`src/rtl/data_mem_arbiter.sv`:
```
// data_mem_arbiter: arbitrates CPU (A) and DMA (B) onto one data memory; define ARB_ROUND_ROBIN_EN for round-robin ties, else A wins ties.
// Latency: req sampled at edge N, memory access during the next cycle, ack/err/rdata the cycle after; one transaction per 3 cycles.
// Backpressure: requesters hold req and command until ack; a losing requester waits for the next IDLE arbitration.
module data_mem_arbiter (
    input  logic        clk,
    input  logic        rst,
    input  logic        req_a,
    input  logic        we_a,
    input  logic [31:0] addr_a,
    input  logic [31:0] wdata_a,
    output logic        ack_a,
    output logic        err_a,
    output logic [31:0] rdata_a,
    input  logic        req_b,
    input  logic        we_b,
    input  logic [31:0] addr_b,
    input  logic [31:0] wdata_b,
    output logic        ack_b,
    output logic        err_b,
    output logic [31:0] rdata_b,
    output logic        mem_write,
    output logic [31:0] address,
    output logic [31:0] write_data,
    input  logic [31:0] read_data,
    output logic        busy
);

    localparam logic [1:0] S_IDLE   = 2'd0;
    localparam logic [1:0] S_ACCESS = 2'd1;
    localparam logic [1:0] S_RESP   = 2'd2;

    logic [1:0]  r_state;
    logic        r_owner;
    logic        r_ack_a, r_ack_b, r_err_a, r_err_b;
    logic [31:0] r_rdata_a, r_rdata_b;

    logic        w_any_req, w_grant_b, w_in_access, w_own_we, w_addr_err;
    logic [31:0] w_own_addr, w_own_wdata, w_capture;

    assign w_any_req = req_a | req_b;

`ifdef ARB_ROUND_ROBIN_EN
    logic r_last_grant;

    // A tie goes to whoever did not win last; resetting to B lets A take the first tie.
    assign w_grant_b = req_b & (~req_a | ~r_last_grant);

    always_ff @(posedge clk) begin
        if (rst)
            r_last_grant <= 1'b1;
        else if (r_state == S_IDLE && w_any_req)
            r_last_grant <= w_grant_b;
    end
`else
    assign w_grant_b = req_b & ~req_a;
`endif

    assign w_in_access = (r_state == S_ACCESS);
    assign w_own_we    = r_owner ? we_b    : we_a;
    assign w_own_addr  = r_owner ? addr_b  : addr_a;
    assign w_own_wdata = r_owner ? wdata_b : wdata_a;
    assign w_addr_err  = |w_own_addr[31:8];
    // read_data is the pre-write word because the write only lands on the edge ending ACCESS.
    assign w_capture   = w_addr_err ? 32'h0 : read_data;

    always_ff @(posedge clk) begin
        if (rst) begin
            r_state   <= S_IDLE;
            r_owner   <= 1'b0;
            r_ack_a   <= 1'b0;
            r_ack_b   <= 1'b0;
            r_err_a   <= 1'b0;
            r_err_b   <= 1'b0;
            r_rdata_a <= 32'h0;
            r_rdata_b <= 32'h0;
        end else begin
            r_ack_a <= 1'b0;
            r_ack_b <= 1'b0;
            r_err_a <= 1'b0;
            r_err_b <= 1'b0;
            case (r_state)
                S_IDLE: begin
                    if (w_any_req) begin
                        r_owner <= w_grant_b;
                        r_state <= S_ACCESS;
                    end
                end
                S_ACCESS: begin
                    r_state <= S_RESP;
                    if (r_owner) begin
                        r_ack_b   <= 1'b1;
                        r_err_b   <= w_addr_err;
                        r_rdata_b <= w_capture;
                    end else begin
                        r_ack_a   <= 1'b1;
                        r_err_a   <= w_addr_err;
                        r_rdata_a <= w_capture;
                    end
                end
                S_RESP:  r_state <= S_IDLE;
                default: r_state <= S_IDLE;
            endcase
        end
    end

    // rst gates the strobe so an aborted ACCESS never writes on the reset edge.
    assign mem_write  = w_in_access & w_own_we & ~w_addr_err & ~rst;
    assign address    = w_in_access ? w_own_addr  : 32'h0;
    assign write_data = w_in_access ? w_own_wdata : 32'h0;

    assign ack_a   = r_ack_a;
    assign ack_b   = r_ack_b;
    assign err_a   = r_err_a;
    assign err_b   = r_err_b;
    assign rdata_a = r_rdata_a;
    assign rdata_b = r_rdata_b;
    assign busy    = (r_state != S_IDLE);

endmodule
```
`config.mk`:
```
export PLATFORM = sky130hd
export DESIGN_NAME = data_mem_arbiter
export DESIGN_NICKNAME = d
export VERILOG_FILES = /design/src/rtl/data_mem_arbiter.sv
export SDC_FILE = /design/constraint.sdc
export NUM_CORES = 1
export LEC_CHECK = 0
export BUFFER_PORTS_ARGS = -buffer_cell sky130_fd_sc_hd__buf_2
export CORE_AREA = 2 2 115 117
export CTS_BUF_LIST = sky130_fd_sc_hd__clkbuf_8
export CTS_CLUSTER_DIAMETER = 40
export DETAILED_ROUTE_END_ITERATION = 16
export DIE_AREA = 0 0 117 119
export MAX_ROUTING_LAYER = met4
export PLACE_DENSITY_LB_ADDON = 0.15
export REMOVE_ABC_BUFFERS = 1
export SLEW_MARGIN = 20
export SYNTH_ARGS = -nofsm -noshare
export SYNTH_HDL_FRONTEND = slang
export SYNTH_SLANG_ARGS = --single-unit
export TNS_END_PERCENT = 10
```
`constraint.sdc`:
```
create_clock -name clk -period 1.3 [get_ports clk]
set_input_delay 0.065 -clock clk [delete_from_list [all_inputs] [get_ports clk]]
set_output_delay 0.065 -clock clk [all_outputs]
set_load 0.01 [all_outputs]
```
==> impl_metrics.json, run 1 <==
{
  "outcome": "finished, violations left",
  "violations": "setup timing",
  "grt_first_pass_wirelength_um": 24360,
  "synthToLayoutAreaGrowth_pct": 65.51,
  "die-height_um": 119,
  "setup_tns_ns": -10.17,
  "max_clock_freq_mhz": 657.7,
  "drv_slew": 0,
  "critPathRequiredTime_ns": 1.24,
  "numCtsBuffers": 9,
  "crit_path_frequent_cell": "buf_12",
  "die_w_um": 117,
  "start_util_pct": 29.79,
  "combPwrFrac_pct": 24.8,
  "core-area_sq_um": 12870,
  "power_frac_clock_pct": 34.8,
  "ios": 300,
  "path_class": "reg2out",
  "htree_levels": 3,
  "viasPerCell": 4.905,
  "wirelength_um": 16510,
  "finalCoreUtilization_pct": 49.30,
  "p_leak_nw": 2.979,
  "overflow": 0,
  "timing.max_cap.violations": 0,
  "ys_ff_latch": 71,
  "hpwl_um": 12480,
  "rsz0062_at_grt": "yes",
  "grt_use_total_pct": 23.14,
  "first_pass_iters": 5,
  "io_buffers": 299,
  "synth.yosys.seq_area_share_pct": 37.06,
  "yosys_warnings": 0,
  "synthArstFlopShare_pct": 0,
  "synthCells": 478,
  "switching_power_mw": 1.508,
  "avgSynthCellArea_sq_um": 8.023,
  "timing.critical_path.cells": "buf_12 > buf_12 > mux2i_2 > nor2_1 > buf_2",
  "p_per_area_nw_per_um2": 855.7,
  "layout_common_cells": "buf_2, dfxtp_1, nand4_1",
  "seq_power_share_pct": 40.5,
  "post-route-period-util_pct": 117.0,
  "layout_setup_ws_ns": -0.2205,
  "antenna_found_initial": 1,
  "worst_pin_slew_ns": 0.3792,
  "n_fill_cell": 1285,
  "num_rows": 42,
  "critPathMaxFanout": 12,
  "sw_frac_of_total_pct": 27.77,
  "clk_latency_ns": 0.33,
  "ant_nets": 0,
  "finalSetupViolations": 65,
  "clk_pin_slew_worst_paths_ns": 0.07,
  "whs_ns": 0.01236,
  "finalNonFillerCells": 992,
  "grt_max_degree": 38,
  "synthFlopType": "dfxtp_1",
  "gp_congestion": 1.008,
  "drt_iter0_drc": 385,
  "crit_path_max_incr_delay_ns": 0.40,
  "clockBufferDepth": 2,
  "timing.slew.headroom_pct": 74.72,
  "final_common_cell": "buf_2",
  "p_int_mw": 3.923,
  "dp.cells": 938,
  "worstHoldPathType": "in2reg",
  "syn-cell-area_sq_um": 3835,
  "drc_errors": 0,
  "multi_input_area_sq_um": 2160,
  "via_count": 4866,
  "clkSinkCount": 71,
  "regArea_sq_um": 1425,
  "grt_pass1_vias": 4547,
  "root_buffer": "clkbuf_8",
  "design_area_sq_um": 6347,
  "clock_skew_ns": 0.005903,
  "drive_gt1_share_pct": 46.13,
  "crit_slowest_cell": "dfxtp_4",
  "cts_tree": "done",
  "cp.arrival_ns": 1.46,
  "hold_viol": 0,
  "wire_per_inst_um": 16.65,
  "place_area_sq_um": 5684,
  "dieArea_sq_um": 13920,
  "final.min_clock_period_ns": 1.520,
  "vdd_drop_max_v": 0.0003938,
  "nets": 976,
  "critPathCaptureType": "output port",
  "yosysUniqueCellTypes": 24,
  "synth_edf_count": 0,
  "start_kind": "register"
}
==> timing repair <==
item                                   CTS  global route
resized for setup                       11             6
hold buffers                            32             0
setup endpoints to repair               98           114
setup buffers                            4             0
cloned                                   1             0
endpoints found under the hold margin   57             0
pin swaps                                0             2
==> Yosys cell counts (4+ instances only) <==
library cell	n	area (sq um)
a21oi_1	65	325.3
clkbuf_1	15	56.30
or4_4	4	45.04
buf_2	12	60.06
nand2_1	64	240.2
nor2_1	69	259.0
buf_6	10	112.6
clkbuf_4	6	45.04
buf_1	6	22.52
nor4_1	8	50.05
dfxtp_1	71	1421
nand4_1	66	412.9
mux2i_1	64	640.6
==> critical path: cells and delay by family (launching register included) <==
kind	cells	cell delay, ns
multiplexers	1	0.22
AND/OR/NAND/NOR	1	0.06
flip-flops	1	0.40
buffers and inverters	3	0.43
==> metrics by stage <==
step,total power [mW],setup slack [ns]
after floorplan,2.757,-2.926
after global placement,3.439,-0.3021
after detailed placement,3.448,-0.3065
after CTS,5.469,-0.2529
after global routing,5.703,-0.2978
final,5.432,-0.2205
==> final cells by class <==
cell class	count	area share [%]
tap	176	3.469
antenna	1	0.03942
inverter	2	0.1183
sequential	71	22.45
multi-input combinational	354	34.02
timing repair buffer	372	36.55
clock buffer	9	1.952
clock inverter	7	1.400
==> flip-flops by register name (all words and copies together) (netlist names) <==
name	flops
rdata_b	32
err_b	1
ack_a	1
r_state	2
ack_b	1
rdata_a	32
r_owner	1
err_a	1
==> power groups by stage <==
| stage | Clock [mW] | Sequential (mW) | Combinational [mW] |
|---|---|---|---|
| finish | 1.89 | 2.20 | 1.34 |
| global route | 2.05 | 2.20 | 1.45 |
| CTS | 1.94 | 2.20 | 1.33 |
| detailed placement | 0 | 2.25 | 1.20 |
| global placement | 0 | 2.25 | 1.19 |
| floorplan | 0 | 2.30 | 0.456 |
==> final timing paths <==
check        cells past startpoint  slack (ns)          end          start
max                              5       -0.22   address[1]        r_owner
max reg2reg                      5           0   rdata_b[5]        r_owner
min                              3        0.01  rdata_a[26]  read_data[26]
min reg2reg                      2        0.45  rdata_b[20]    rdata_b[20]
==> routing by layer <==
layer | global-route usage, % | vias up | wire length [um]
met5 | - | - | 0
met4 | 5.074 | 0 | 236
met3 | 4.275 | 20 | 1019
met2 | 38.48 | 235 | 8228
met1 | 29.20 | 2247 | 7029
li1 | - | 2364 | -
==> cells by family (layout without fill, tap and decap cells) <==
group | after synthesis | in the layout | synth area share, %
simple gates | 220 | 220 | 28.52
flops | 71 | 71 | 37.06
compound gates | 70 | 70 | 9.396
mux | 64 | 64 | 16.70
buf+inv | 53 | 390 | 8.320
other cells | 0 | 1 | 0
Power figures use the tool's default switching activity.
==> inputs of run 2 (changes only) <==
--- a/config.mk
+++ b/config.mk
@@ -6,11 +6,11 @@
 export NUM_CORES = 1
 export LEC_CHECK = 0
 export BUFFER_PORTS_ARGS = -buffer_cell sky130_fd_sc_hd__buf_2
-export CORE_AREA = 2 2 115 117
+export CORE_AREA = 3 3 116 118
 export CTS_BUF_LIST = sky130_fd_sc_hd__clkbuf_8
 export CTS_CLUSTER_DIAMETER = 40
 export DETAILED_ROUTE_END_ITERATION = 16
-export DIE_AREA = 0 0 117 119
+export DIE_AREA = 0 0 119 121
 export MAX_ROUTING_LAYER = met4
 export PLACE_DENSITY_LB_ADDON = 0.15
 export REMOVE_ABC_BUFFERS = 1
==> run 2 against run 1 <==
Net effect: critical endpoint is now address[15]; global-route usage fell by 0.82 points; sequential power barely moved; flip-flop and latch count did not move; clock power rose by 5%; the run still ends with setup timing left; hold slack improved by 0.0074 ns; total power rose by 3.0%; register-to-register slack got worse by 0.08 ns; cell count fell by 0.81%; design area rose by 1.2%; setup slack got worse by 0.0048 ns.
==> impl_metrics.json, run 2 (synthesis gave the netlist of run 1 again) <==
{
  "start_kind": "register",
  "rsz0062_at_grt": "yes",
  "first_pass_iters": 4,
  "nets": 974,
  "whs_endpoint": "rdata_b[23]",
  "dieArea_sq_um": 14400,
  "die_w_um": 119,
  "num_rows": 41,
  "core-area_sq_um": 12570,
  "clock_skew_ns": 0.009619,
  "place_area_sq_um": 5587,
  "p_per_area_nw_per_um2": 870.5,
  "overflow": 0,
  "antennaDiodeCount": 0,
  "io_buffers": 299,
  "grt_max_degree": 36,
  "finalSetupViolations": 97,
  "drc_errors": 0,
  "rr_endpoint": "rdata_b[12]",
  "path_delay_family": "flip-flops",
  "ant_nets": 0,
  "r2r_cells": 5,
  "crit_buf_inv": 3,
  "root_buffer": "clkbuf_8",
  "synthToLayoutAreaGrowth_pct": 67.57,
  "cp.arrival_ns": 1.46,
  "p_leak_nw": 3.019,
  "post-route-period-util_pct": 117.3,
  "r2r_setup_slack_ns": -0.08,
  "antenna_found_initial": 0,
  "via_count": 4827,
  "total_power_mw": 5.594,
  "final.min_clock_period_ns": 1.525,
  "design_area_sq_um": 6426,
  "final_common_cell": "buf_2",
  "timing.max_cap.violations": 0,
  "grt_pass1_vias": 4711,
  "die-height_um": 121,
  "place_ws_ns": -0.4311,
  "crit_path_max_incr_delay_ns": 0.45,
  "grt_first_pass_wirelength_um": 24930,
  "clk_pin_slew_worst_paths_ns": 0.08,
  "outcome": "finished, violations left",
  "path_class": "reg2out",
  "numCtsBuffers": 9,
  "timing.slew.headroom_pct": 74.88,
  "whs_ns": 0.01972,
  "drv_slew": 0,
  "wirelength_um": 16810,
  "worst_pin_slew_ns": 0.3734,
  "gp_congestion": 0.8486,
  "drt_iter0_drc": 296,
  "vdd_drop_max_v": 0.0004008,
  "htree_levels": 3,
  "hp-start": "read_data[23]",
  "setup_tns_ns": -12.68,
  "hold_depth": 3,
  "drive_gt1_share_pct": 46.67,
  "wire_per_inst_um": 17.09,
  "critPathCaptureType": "output port",
  "worstHoldPathType": "in2reg",
  "critPathMaxFanout": 7,
  "hold_viol": 0,
  "layout_common_cells": "buf_2, dfxtp_1, nor2_1, nand4_1, a21oi_1",
  "crit_slowest_cell": "dfxtp_4",
  "ios": 300,
  "clk_latency_ns": 0.33,
  "grt_use_total_pct": 22.32,
  "clkSinkCount": 71,
  "max_clock_freq_mhz": 655.6,
  "viasPerCell": 4.905,
  "cts_tree": "done",
  "timing.rr.start": "r_owner",
  "start_util_pct": 30.51,
  "hpwl_um": 12390,
  "clockBufferDepth": 2,
  "violations": "setup timing",
  "timing.critical_path.cells": "buf_12 > buf_4 > mux2i_1 > nor2_1 > buf_2",
  "layout_setup_ws_ns": -0.2252,
  "critPathRequiredTime_ns": 1.24
}
## run 2: cell types whose count changed in the layout (fill, tap and decap cells not counted), moves of 3 or more
cell	change
buf_4	-4
nor2_2	-3
buf_6	+3
dlygate4sd3_1	-3
clkbuf_16	+3
## run 2: worst reg2reg max path: stages (launching register included)
cell and delay [ns]:
dfxtp_4 0.45, inv_1 0.13, or2_2 0.34, buf_12 0.17, nand2_1 0.11, a21oi_1 0.06
## run 2: cell type report
class	instances	area, sq um
Fill cell	1220	6142
Timing Repair Buffer	370	2371
Multi-Input combinational cell	354	2187
Sequential cell	71	1428
Tap cell	172	215.2
Clock buffer	10	137.6
Clock inverter	5	80.08
Inverter	2	7.507
## run 2: timing repair
item                                    4_1_cts  5_1_grt
buffers inserted                              3        2
hold buffers                                 29        0
cloned                                        3        3
gates resized for setup                      16       12
endpoints found under the hold margin        47        0
pin swaps                                     0        3
endpoints found under the setup margin       85      100
## run 2: stage by stage
step | instances | util, %
3_5_place_dp | 930 | 44.45
2_1_floorplan | 427 | -
3_3_place_gp | 930 | 44.45
5_1_grt | 984 | 51.13
4_1_cts | 980 | 50.18
6_report | 984 | 51.13
## run 2: power breakdown
part           internal (mW)  switching, mW  leakage [nW]
clock network           1.13          0.851         0.113
registers               2.19         0.0165         0.574
logic                  0.726          0.686          2.33
total                   4.04           1.55          3.02
## run 2: how the worst max path moves through the flow
stage	startpoint	to	cells after the start
final	r_owner	address[15]	5
after global routing	r_owner	address[28]	5
after CTS	r_owner	address[10]	4
after detailed placement	addr_a[18]	rdata_a[25]	7
after global placement	addr_b[18]	mem_write	7
after floorplan	r_owner	rdata_b[0]	4
## run 2: layer usage
layer,part of all wire [%],vias to the layer above,global-route usage [%]
met5,0,-,-
met4,1.8,0,5.865
met3,5.5,21,4.149
met2,52,199,39.84
met1,40,2250,25.80
li1,-,2357,-
==> inputs of run 3 (changes only) <==
--- a/config.mk
+++ b/config.mk
@@ -11,6 +11,7 @@
 export CTS_CLUSTER_DIAMETER = 40
 export DETAILED_ROUTE_END_ITERATION = 16
 export DIE_AREA = 0 0 119 121
+export GPL_TIMING_DRIVEN = 0
 export MAX_ROUTING_LAYER = met4
 export PLACE_DENSITY_LB_ADDON = 0.15
 export REMOVE_ABC_BUFFERS = 1
==> run 3 against run 2 <==
Net effect: the flow still finishes with violations (setup timing); maximum frequency is 2.7% lower; clock skew is 0.0018 ns lower; total power is 1.2% higher; via count is 5.8% higher.
==> impl_metrics.json, run 3 (synthesis gave the netlist of run 1 again) <==
{
  "ant_nets": 0,
  "via_count": 5108,
  "multi_input_area_sq_um": 2429,
  "gp_congestion": 0.8509,
  "top_layer": "met4",
  "nets": 982,
  "layout_common_cells": "buf_2, dfxtp_1, nor2_1",
  "cp_num_cells": 5,
  "critPathRequiredTime_ns": 1.24,
  "clk_pin_slew_worst_paths_ns": 0.07,
  "clkSinkCount": 71,
  "overflow": 0,
  "wire_per_inst_um": 20.41,
  "die_w_um": 119,
  "whs_ns": 0.02272,
  "ios": 300,
  "finalCoreUtilization_pct": 52.96,
  "wirelength_um": 20250,
  "worst_pin_slew_ns": 0.7934,
  "startpoint": "r_owner",
  "regArea_sq_um": 1430,
  "numCtsBuffers": 9,
  "drc_errors": 0,
  "grt_pass1_vias": 4945,
  "timing.slew.headroom_pct": 47.10,
  "cts_tree": "done",
  "clk_latency_ns": 0.35,
  "post-route-period-util_pct": 120.6,
  "start_kind": "register",
  "clockBufferDepth": 2,
  "viasPerCell": 5.149,
  "r2r_cells": 7,
  "synthToLayoutAreaGrowth_pct": 73.57,
  "met3_wirelength_um": 1202,
  "antennaDiodeCount": 0,
  "dieArea_sq_um": 14400,
  "violations": "setup timing",
  "drt_iter0_drc": 368,
  "n_fill_cell": 1199,
  "drv_slew": 0,
  "hp-start": "read_data[29]",
  "hold_viol": 0,
  "met2_length_um": 10250,
  "first_pass_iters": 4,
  "layout_setup_ws_ns": -0.2683,
  "rr_endpoint": "rdata_b[0]",
  "htree_levels": 3,
  "final.min_clock_period_ns": 1.568,
  "grt_first_pass_wirelength_um": 28850,
  "r2r_setup_slack_ns": -0.25,
  "root_buffer": "clkbuf_8",
  "rsz0062_at_grt": "yes",
  "grt_use_total_pct": 26.76,
  "cp.arrival_ns": 1.50,
  "clock_skew_ns": 0.007826,
  "path_class": "reg2out",
  "start_util_pct": 30.51,
  "p_leak_nw": 3.052,
  "crit_slowest_cell": "dfxtp_4",
  "critPathMaxFanout": 6,
  "io_buffers": 299,
  "die-height_um": 121,
  "drive_gt1_share_pct": 48.90,
  "path_delay_family": "flip-flops",
  "timing.max_cap.violations": 0,
  "num_rows": 41,
  "grt_max_degree": 70,
  "antenna_found_initial": 0,
  "outcome": "finished, violations left",
  "final_common_cell": "buf_2",
  "crit_path_max_incr_delay_ns": 0.43,
  "p_per_area_nw_per_um2": 850.4,
  "worstHoldPathType": "in2reg",
  "core-area_sq_um": 12570,
  "crit_buf_inv": 3,
  "vdd_drop_max_v": 0.0005940,
  "timing.rr.start": "r_owner",
  "finalSetupViolations": 130,
  "max_clock_freq_mhz": 637.6,
  "routedLengthMet1_um": 8375,
  "timing.critical_path.cells": "buf_16 > buf_12 > mux2i_1 > nor2_1 > buf_2",
  "critPathCaptureType": "output port",
  "critPathCapture": "address[19]",
  "hpwl_um": 11600,
  "hold_depth": 3
}
## run 3: worst min path at each step
stage	slack, ns	end
finish	0.02	rdata_a[29]
detailed placement	0.26	r_owner
global placement	0.26	r_owner
global route	0.01	rdata_b[29]
CTS	0.008	rdata_a[29]
floorplan	0.13	rdata_a[0]
## run 3: layout make-up
| cell class | instances | share of cell area, % |
|---|---|---|
| tap | 172 | 3.233 |
| multi-input combinational | 364 | 36.48 |
| clock buffer | 9 | 1.861 |
| timing repair buffer | 368 | 35.47 |
| inverter | 2 | 0.1692 |
| sequential | 71 | 21.48 |
| clock inverter | 6 | 1.297 |
## run 3: repair_timing
| item | 4_1_cts | 5_1_grt |
|---|---|---|
| gates cloned | 12 | 5 |
| pin swaps | 66 | 25 |
| endpoints found under the setup margin | 132 | 131 |
| gates resized for setup | 34 | 27 |
| buffers inserted | 23 | 4 |
| hold endpoints to repair | 60 | 0 |
| hold buffers | 33 | 0 |
## run 3: worst min-delay path, delay by kind of cell
family / cells / cell delay [ns]
buffers and inverters: 1 / 0.12
and+or+nand+nor: 1 / 0.07
AOI/OAI and AO/OA: 1 / 0.06
## run 3: where the power goes
group          internal (mW)  total [mW]  switching [mW]  leakage [nW]
logic                  0.740        1.53           0.789          2.37
registers               2.19        2.21          0.0202         0.574
clock network           1.07        1.93           0.861         0.105
## run 3: routing by layer
metal | GRT usage, % | up-vias
met5 | - | -
met4 | 8.400 | 0
met3 | 4.662 | 29
met2 | 46.77 | 225
met1 | 31.40 | 2454
li1 | - | 2400
## run 3: per-stage QoR
step	setup slack, ns	instance area (sq um)	setup TNS [ns]	instances	total power, mW
after floorplan	-2.926	3523	-290.01	427	2.757
after detailed placement	-0.9550	5351	-66.50	901	3.353
after CTS	-0.2830	6486	-30.44	984	5.611
after global placement	-4.756	5235	-447.66	898	3.332
final	-0.2683	6656	-22.49	992	5.661
after global routing	-0.3218	6656	-30.85	992	5.878
